[src/rtl/add_ctrl_pkg.sv]
// Shared types and constants for the nibble-serial adder controller.
package add_ctrl_pkg;

  localparam int NIBBLE_W = 4;

  typedef enum logic [1:0] {
    IDLE = 2'd0,
    RUN  = 2'd1,
    DONE = 2'd2
  } state_e;

endpackage

[src/rtl/nibble_adder_slice.sv]
// 4-bit ripple-carry adder assembled from 1-bit full-adder cells.
module nibble_adder_slice
  import add_ctrl_pkg::*;
(
  input  logic [NIBBLE_W-1:0] a,
  input  logic [NIBBLE_W-1:0] b,
  input  logic                ci,
  output logic [NIBBLE_W-1:0] sum,
  output logic                co
);

  logic [NIBBLE_W:0] w_carry;

  assign w_carry[0] = ci;

  for (genvar g = 0; g < NIBBLE_W; g++) begin : g_fa
    // One full-adder cell; carry ripples to the next bit.
    assign sum[g]       = a[g] ^ b[g] ^ w_carry[g];
    assign w_carry[g+1] = (a[g] & b[g]) | (w_carry[g] & (a[g] ^ b[g]));
  end

  assign co = w_carry[NIBBLE_W];

endmodule

[src/rtl/nibble_serial_adder_ctrl.sv]
// WIDTH-bit add/subtract computed one nibble per clock through a single
// shared 4-bit slice, with valid/ready handshakes on both sides.
//
// state | meaning
// ------+-----------------------------------------------------------
// IDLE  | in_ready=1, waiting for operands; last result still on sum
// RUN   | one nibble per edge, idx walks 0..NIBBLES-1
// DONE  | out_valid=1, result held until out_ready
module nibble_serial_adder_ctrl
  import add_ctrl_pkg::*;
#(
  parameter int WIDTH = 16
) (
  input  logic             clk,
  input  logic             rst_n,
  input  logic             in_valid,
  output logic             in_ready,
  input  logic [WIDTH-1:0] a,
  input  logic [WIDTH-1:0] b,
  input  logic             cin,
  input  logic             op_sub,
  output logic             out_valid,
  input  logic             out_ready,
  output logic [WIDTH-1:0] sum,
  output logic             cout,
  output logic             ovf,
  output logic             busy
);

  localparam int NIBBLES = WIDTH / NIBBLE_W;
  localparam int IDX_W   = (NIBBLES > 1) ? $clog2(NIBBLES) : 1;
  localparam logic [IDX_W-1:0] IDX_LAST = IDX_W'(NIBBLES - 1);

  state_e             r_state;
  state_e             w_state_next;
  logic [IDX_W-1:0]   r_idx;
  logic               r_carry;
  logic [WIDTH-1:0]   r_a;
  logic [WIDTH-1:0]   r_b;
  logic [WIDTH-1:0]   r_work;
  logic [WIDTH-1:0]   r_sum;
  logic               r_cout;
  logic               r_ovf;

  logic [NIBBLE_W-1:0] w_nib_a;
  logic [NIBBLE_W-1:0] w_nib_b;
  logic [NIBBLE_W-1:0] w_nib_sum;
  logic                w_nib_co;
  logic [WIDTH-1:0]    w_sum_next;
  logic                w_last;
  logic                w_accept;

  assign w_accept = in_valid && (r_state == IDLE);
  assign w_last   = (r_idx == IDX_LAST);
  assign w_nib_a  = r_a[NIBBLE_W*r_idx +: NIBBLE_W];
  assign w_nib_b  = r_b[NIBBLE_W*r_idx +: NIBBLE_W];

  nibble_adder_slice u_slice (
    .a   (w_nib_a),
    .b   (w_nib_b),
    .ci  (r_carry),
    .sum (w_nib_sum),
    .co  (w_nib_co)
  );

  // Working sum with the current nibble merged in.
  always_comb begin
    w_sum_next = r_work;
    w_sum_next[NIBBLE_W*r_idx +: NIBBLE_W] = w_nib_sum;
  end

  // State register.
  always_ff @(posedge clk) begin
    if (!rst_n) r_state <= IDLE;
    else        r_state <= w_state_next;
  end

  // Next-state decode.
  always_comb begin
    w_state_next = r_state;
    case (r_state)
      IDLE:    if (w_accept) w_state_next = RUN;
      RUN:     if (w_last) w_state_next = DONE;
      DONE:    if (out_ready) w_state_next = IDLE;
      default: w_state_next = IDLE;
    endcase
  end

  // Operand capture, nibble sequencing and result registers. The visible
  // result only changes on the RUN->DONE edge so it stays stable in IDLE.
  always_ff @(posedge clk) begin
    if (!rst_n) begin
      r_idx   <= '0;
      r_carry <= 1'b0;
      r_a     <= '0;
      r_b     <= '0;
      r_work  <= '0;
      r_sum   <= '0;
      r_cout  <= 1'b0;
      r_ovf   <= 1'b0;
    end else begin
      case (r_state)
        IDLE: begin
          if (w_accept) begin
            r_a     <= a;
            r_b     <= op_sub ? ~b : b;
            r_carry <= op_sub ? 1'b1 : cin;
            r_work  <= '0;
            r_idx   <= '0;
          end
        end
        RUN: begin
          r_work  <= w_sum_next;
          r_carry <= w_nib_co;
          if (w_last) begin
            r_idx  <= '0;
            r_sum  <= w_sum_next;
            r_cout <= w_nib_co;
            r_ovf  <= (r_a[WIDTH-1] == r_b[WIDTH-1]) &&
                      (w_nib_sum[NIBBLE_W-1] != r_a[WIDTH-1]);
          end else begin
            r_idx <= r_idx + 1'b1;
          end
        end
        default: ;
      endcase
    end
  end

  assign in_ready  = (r_state == IDLE);
  assign busy      = (r_state != IDLE);
  assign out_valid = (r_state == DONE);
  assign sum       = r_sum;
  assign cout      = r_cout;
  assign ovf       = r_ovf;

endmodule

[config.mk]
export PLATFORM = sky130hd
export DESIGN_NAME = nibble_serial_adder_ctrl
export DESIGN_NICKNAME = d
export VERILOG_FILES = /design/src/rtl/add_ctrl_pkg.sv /design/src/rtl/nibble_adder_slice.sv /design/src/rtl/nibble_serial_adder_ctrl.sv
export SDC_FILE = /design/constraint.sdc
export NUM_CORES = 1
export LEC_CHECK = 0
export CAP_MARGIN = 10
export CORE_UTILIZATION = 40
export CTS_CLUSTER_DIAMETER = 80
export DETAILED_ROUTE_END_ITERATION = 12
export PLACE_DENSITY_LB_ADDON = 0.1
export RECOVER_POWER = 50
export SLEW_MARGIN = 10
export SYNTH_ARGS = -nofsm -noshare
export SYNTH_HDL_FRONTEND = slang
export SYNTH_SLANG_ARGS = --single-unit
export TNS_END_PERCENT = 20
[constraint.sdc]
create_clock -name clk -period 9.7 [get_ports clk]
set_clock_uncertainty 0.15 [all_clocks]
set_input_delay 2.425 -clock clk [delete_from_list [all_inputs] [get_ports clk]]
set_output_delay 2.425 -clock clk [all_outputs]
set_load 0.005 [all_outputs]
==> results.sh <==
export IMPL_tightest_slew_ns=2.77
export IMPL_synth_avg_cell_area_um2=9.33
export IMPL_instances_no_fill=518
export IMPL_antenna_cells=0
export IMPL_worst_setup_path_start_kind="primary input"
export IMPL_cts_root_buf="clkbuf_8"
export IMPL_dp_slack_ns=5.47
export IMPL_cts_hold_repair_buffers=0
export IMPL_synth_edf_count=0
export IMPL_area_delta_synth_final_pct=22.1
export IMPL_htreeDepth=3
export IMPL_crit_fanout=72
export IMPL_endpoint_kind="flip-flop"
export IMPL_routedWlPerCell_um=14.6
export IMPL_grt_overflow_total=0
export IMPL_drtAntennaViolNets=0
export IMPL_grt_max_degree=73
export IMPL_wl_mm=7.55
export IMPL_portBuffers=58
export IMPL_violations="max-capacitance violations, max-slew violations"
export IMPL_io_pins=59
export IMPL_first_pass_iters=7
export IMPL_avgViaCountPerCell=5.21
export IMPL_dieArea_um2=8840
export IMPL_fin_area_um2=4140
export IMPL_rsz0062_at_grt="no"
export IMPL_drive_above_1_share_pct=7.02
export IMPL_final_nets=456
export IMPL_hold_ws_ns=0.305
export IMPL_place_inst=502
export IMPL_required_ns=9.82
export IMPL_ys_warn_count=0
export IMPL_grt_pass1_wl_mm=13.3
export IMPL_setup_viol=0
export IMPL_cts_sinks=71
export IMPL_worstSetupPathType="primary input to flip-flop"
export IMPL_ys_async_sr_fraction_pct=0
export IMPL_syn_inst=363
export IMPL_placed_area_um2=3960
export IMPL_synth_area_um2=3390
export IMPL_cts_resized=0
export IMPL_clkTransAtPathRegs_ns=0.08
export IMPL_slew_headroom_pct=-84.9
export IMPL_start_util_pct=41.2
export IMPL_synth_distinct_cells=38
export IMPL_die_h_um=94
export IMPL_fp_coreArea_um2=8220
export IMPL_clock_path_buffers=2
export IMPL_numCtsBuffers=9
export IMPL_period_needed_ns=5.23
export IMPL_rows=33
export IMPL_vias=2699
export IMPL_fin_setup_tns_ns=0
export IMPL_cts_tree="built"
export IMPL_synth_nets=411
export IMPL_route_detailed_drc=0
export IMPL_fmax_mhz=191
export IMPL_hold_viol_final=0
export IMPL_place_gp_congestion=0.787
export IMPL_grt_use_total_pct=19.5
export IMPL_die_x_um=94
export IMPL_vdd_drop_max_v=0.0000744
export IMPL_grt_pass1_vias=2739
export IMPL_cap_violations=1
export IMPL_crit_arrival_ns=5.35
export IMPL_place_detailed_hpwl_mm=5.08
export IMPL_fin_crit_sh_pct=53.9
export IMPL_hold_path_class="flip-flop to flip-flop"
export IMPL_synth_seq_area_share_pct=42.0
export IMPL_drt_iter0_markers=120
export IMPL_power_density_nw_per_um2=150
export IMPL_insertion_delay_ns=0.34
export IMPL_post_cts_buffers=0
export IMPL_p_leak_uw=0.00168
export IMPL_worst_slack_ns=4.47
export IMPL_antenna_found_initial=0
export IMPL_synth_seq_cells=71
export IMPL_slew_viol_final=73
export IMPL_synth_ff_type="dfxtp_1"
export IMPL_status="complete, but fails checks"
registers in the layout (all words and copies together) (netlist names):
register and cells:
r_a 16, r_work 16, sum 16, r_b 16, ovf 1, r_state 2
cout 1, r_idx 2, r_carry 1
layout by cell type (no fill, tap or decap), types with 3 or more instances in the layout:
master           Yosys  layout
dlygate4sd3_1        0       4
ha_1                 6       6
xnor2_1             16      16
dfxtp_1             71      71
clkdlybuf4s50_1      0      53
o221ai_1             4       4
nand2_1             73      73
a21oi_1             15      15
nand2b_1             8       8
o21ai_0             14      14
mux4_2               8       8
nor2_1              12      12
inv_1               20      20
a21boi_1            10       4
o22ai_1             16      16
clkbuf_8             0      10
a21boi_0             7      13
nand4bb_1            3       3
o211a_1             20      20
a221oi_1             8       8
fa_1                 4       4
cell families (layout without fill, tap and decap cells):
kind of cell,after synthesis,in the layout,synth area share (%)
fa+ha+maj,10,10,4.58
flops,71,71,42.0
xor+xnor,16,16,4.14
simple gates,112,112,15.9
mux,8,8,5.32
buf+inv,47,97,6.87
compound gates,99,99,21.2
final cells by class:
class                   instances  area, um^2
multi-input cells             245        1740
well taps                     105         131
clock inverters                 5        33.8
fillers                       821        4080
repair buffers                 61         594
inverters                      20        75.1
flip-flops and latches         71        1420
clock buffers                  11         141
metal layers:
| metal | track usage [%] | wire length, um | part of all wire (%) |
|---|---|---|---|
| met1 | 24.8 | 3670 | 49 |
| met2 | 32.6 | 3560 | 47 |
| met3 | 4.69 | 237 | 3.1 |
| met4 | 5.90 | 77 | 1.0 |
| met5 | 0 | 0 | 0 |
stage by stage:
stage               utilization [%]  total power, uW
floorplan                         -              383
global placement               48.2              417
detailed placement             48.2              418
CTS                            50.4              629
global route                   50.3              654
finish                         50.3              621
path summary, 6_finish.rpt:
check / startpoint / end / slack, ns / depth (start not counted)
worst max-delay path: rst_n / r_work[3]$_SDFFE_PN0P_ / 4.47 / 5
worst min-delay path: r_a[5]$_SDFFE_PN0P_ / r_a[5]$_SDFFE_PN0P_ / 0.31 / 2
worst max register to register: r_idx[0]$_SDFFE_PN0P_ / r_work[3]$_SDFFE_PN0P_ / 6.12 / 11
worst min register to register: r_a[5]$_SDFFE_PN0P_ / r_a[5]$_SDFFE_PN0P_ / 0.31 / 2
synth_stat cells, drive strengths merged, types with 3 or more instances:
library cell / n / area, um^2
o21ai: 14 / 70.1
o211a: 20 / 200
inv: 20 / 75.1
nand2: 73 / 274
a221oi: 8 / 70.1
fa: 4 / 80.1
nor2: 12 / 45.0
mux4: 8 / 180
a21boi: 17 / 128
nand4bb: 3 / 33.8
o22ai: 16 / 100
buf: 18 / 124
xnor2: 16 / 140
a21oi: 15 / 75.1
clkbuf: 9 / 33.8
nand2b: 8 / 50.1
dfxtp: 71 / 1420
o221ai: 4 / 35.0
ha: 6 / 75.1
critical path: stages:
cell      delay (ns)
buf_2           0.08
clkbuf_1        1.96
and3b_1         0.47
nand2_1         0.18
o22ai_1         0.21
power by group:
part	total, uW	internal (uW)	switching [uW]
logic	97.1	48.8	48.2
registers	313	304	9.83
clock network	211	99.3	111
No activity file was read; power rests on OpenSTA's default activity.
==> patch (same settings) <==
The 3 states of `state_e` get a one-hot encoding in 3 bits.
--- a/src/rtl/add_ctrl_pkg.sv
+++ b/src/rtl/add_ctrl_pkg.sv
@@ -3,10 +3,10 @@
 
   localparam int NIBBLE_W = 4;
 
-  typedef enum logic [1:0] {
-    IDLE = 2'd0,
-    RUN  = 2'd1,
-    DONE = 2'd2
+  typedef enum logic [2:0] {
+    IDLE = 3'b001,
+    RUN  = 3'b010,
+    DONE = 3'b100
   } state_e;
 
 endpackage
Behaviour: no difference found for any inputs over 10 cycles, from zero or initial values and one cycle with rst_n low; not proved beyond that.
==> patch against the unedited design <==
  * The run still ends with capacitance limit, slew limit left
  * Design area up 1.1%
  * Core utilization up 0.79 points
  * Sequential share of layout area up 0.12 points
  * Area after synthesis down 0.33%
  * Total power up 7.1%
  * Sequential cell count up 1
  * Wire length down 1.6%
  * Non-clock buffer count up 2
  * Count of clock-buffer cells in the layout unchanged
  * Worst setup slack better by 0.091 ns
  * Die area down 0.32%
  * Critical path depth down 1
  * Critical endpoint is now r_idx[0]
  * Largest power group unchanged
==> patch: results (changes against the unedited design) <==
stage;metric;value;unit;change
setup_path;cp_max_fo;54;;-25%
power;p_clk_frac;0.387;;+0.048
synth;ys_types;39;;+2.6%
global_routing;grt_usage;0.184;;-0.0116
synth;synth_compound_area_frac;0.198;;-0.0145
timing;relSlewSlack;-0.157;;+0.692
global_routing;grt_pass1_vias;2642;;-3.5%
synth;synth_commonest_cells;dfxtp_1, a21oi_1, nand2_1;;
synth;synthAdderAreaFrac;0.0460;;+0.000153
global_routing;met2_usage;0.308;;-0.0182
timing;finalMaxSlewViolations;90;;+23%
synth;syn-num-nets;404;;-1.7%
detailed_routing;met2_length;3620;um;+1.5%
layout;fin_nets;450;;-1.3%
synth;ys_seq_area_frac;0.427;;+0.00733
power;pg_clk;257;uW;+22%
power;p_leak;0.00146;uW;-13%
global_routing;grtUsageMet1;0.231;;-0.0175
power;peakVddDrop;0.0680;mV;-8.6%
power;internal_power;499;uW;+10%
setup_path;arrival;5.22;ns;-0.13 ns
detailed_routing;wl_per_cell;14.5;um;-0.44%
layout;drive_above_1_share;0.0737;;+0.00349
run_status;outcome;complete, but fails checks;;
layout;fill_cells;791;;-3.7%
global_routing;grt_start_max_net_pins;55;;-25%
placed_design;dp_hpwl;4780;um;-5.9%
run_status;violations;capacitance limit, slew limit;;
flow_run;max_cap_violations;2;;+1
detailed_routing;routed-via-count;2691;;-0.30%
synth;synth_xor_area_frac;0.0415;;+0.000138
-- patch: final timing paths --
check,startpoint,end,slack [ns]
max,rst_n,r_idx[0],4.56
min,r_a[3],r_a[3],0.30
max reg2reg,r_idx[1],ovf,6.09
min reg2reg,r_a[3],r_a[3],0.30
-- patch: cell type report --
| type | count | area share |
|---|---|---|
| repair buffers | 63 | 0.149 |
| inverters | 12 | 0.0108 |
| clock inverters | 5 | 0.0195 |
| well taps | 105 | 0.0314 |
| flip-flops and latches | 72 | 0.345 |
| multi-input cells | 244 | 0.413 |
| clock buffers | 11 | 0.0314 |
-- patch: through the flow --
| step | utilization | setup slack [ns] | instances |
|---|---|---|---|
| after global routing | 0.511 | 4.30 | 512 |
| after global placement | 0.484 | 4.77 | 495 |
| after detailed placement | 0.484 | 4.71 | 495 |
| after CTS | 0.510 | 5.06 | 511 |
| final | 0.511 | 4.56 | 512 |
| after floorplan | - | 6.15 | 356 |
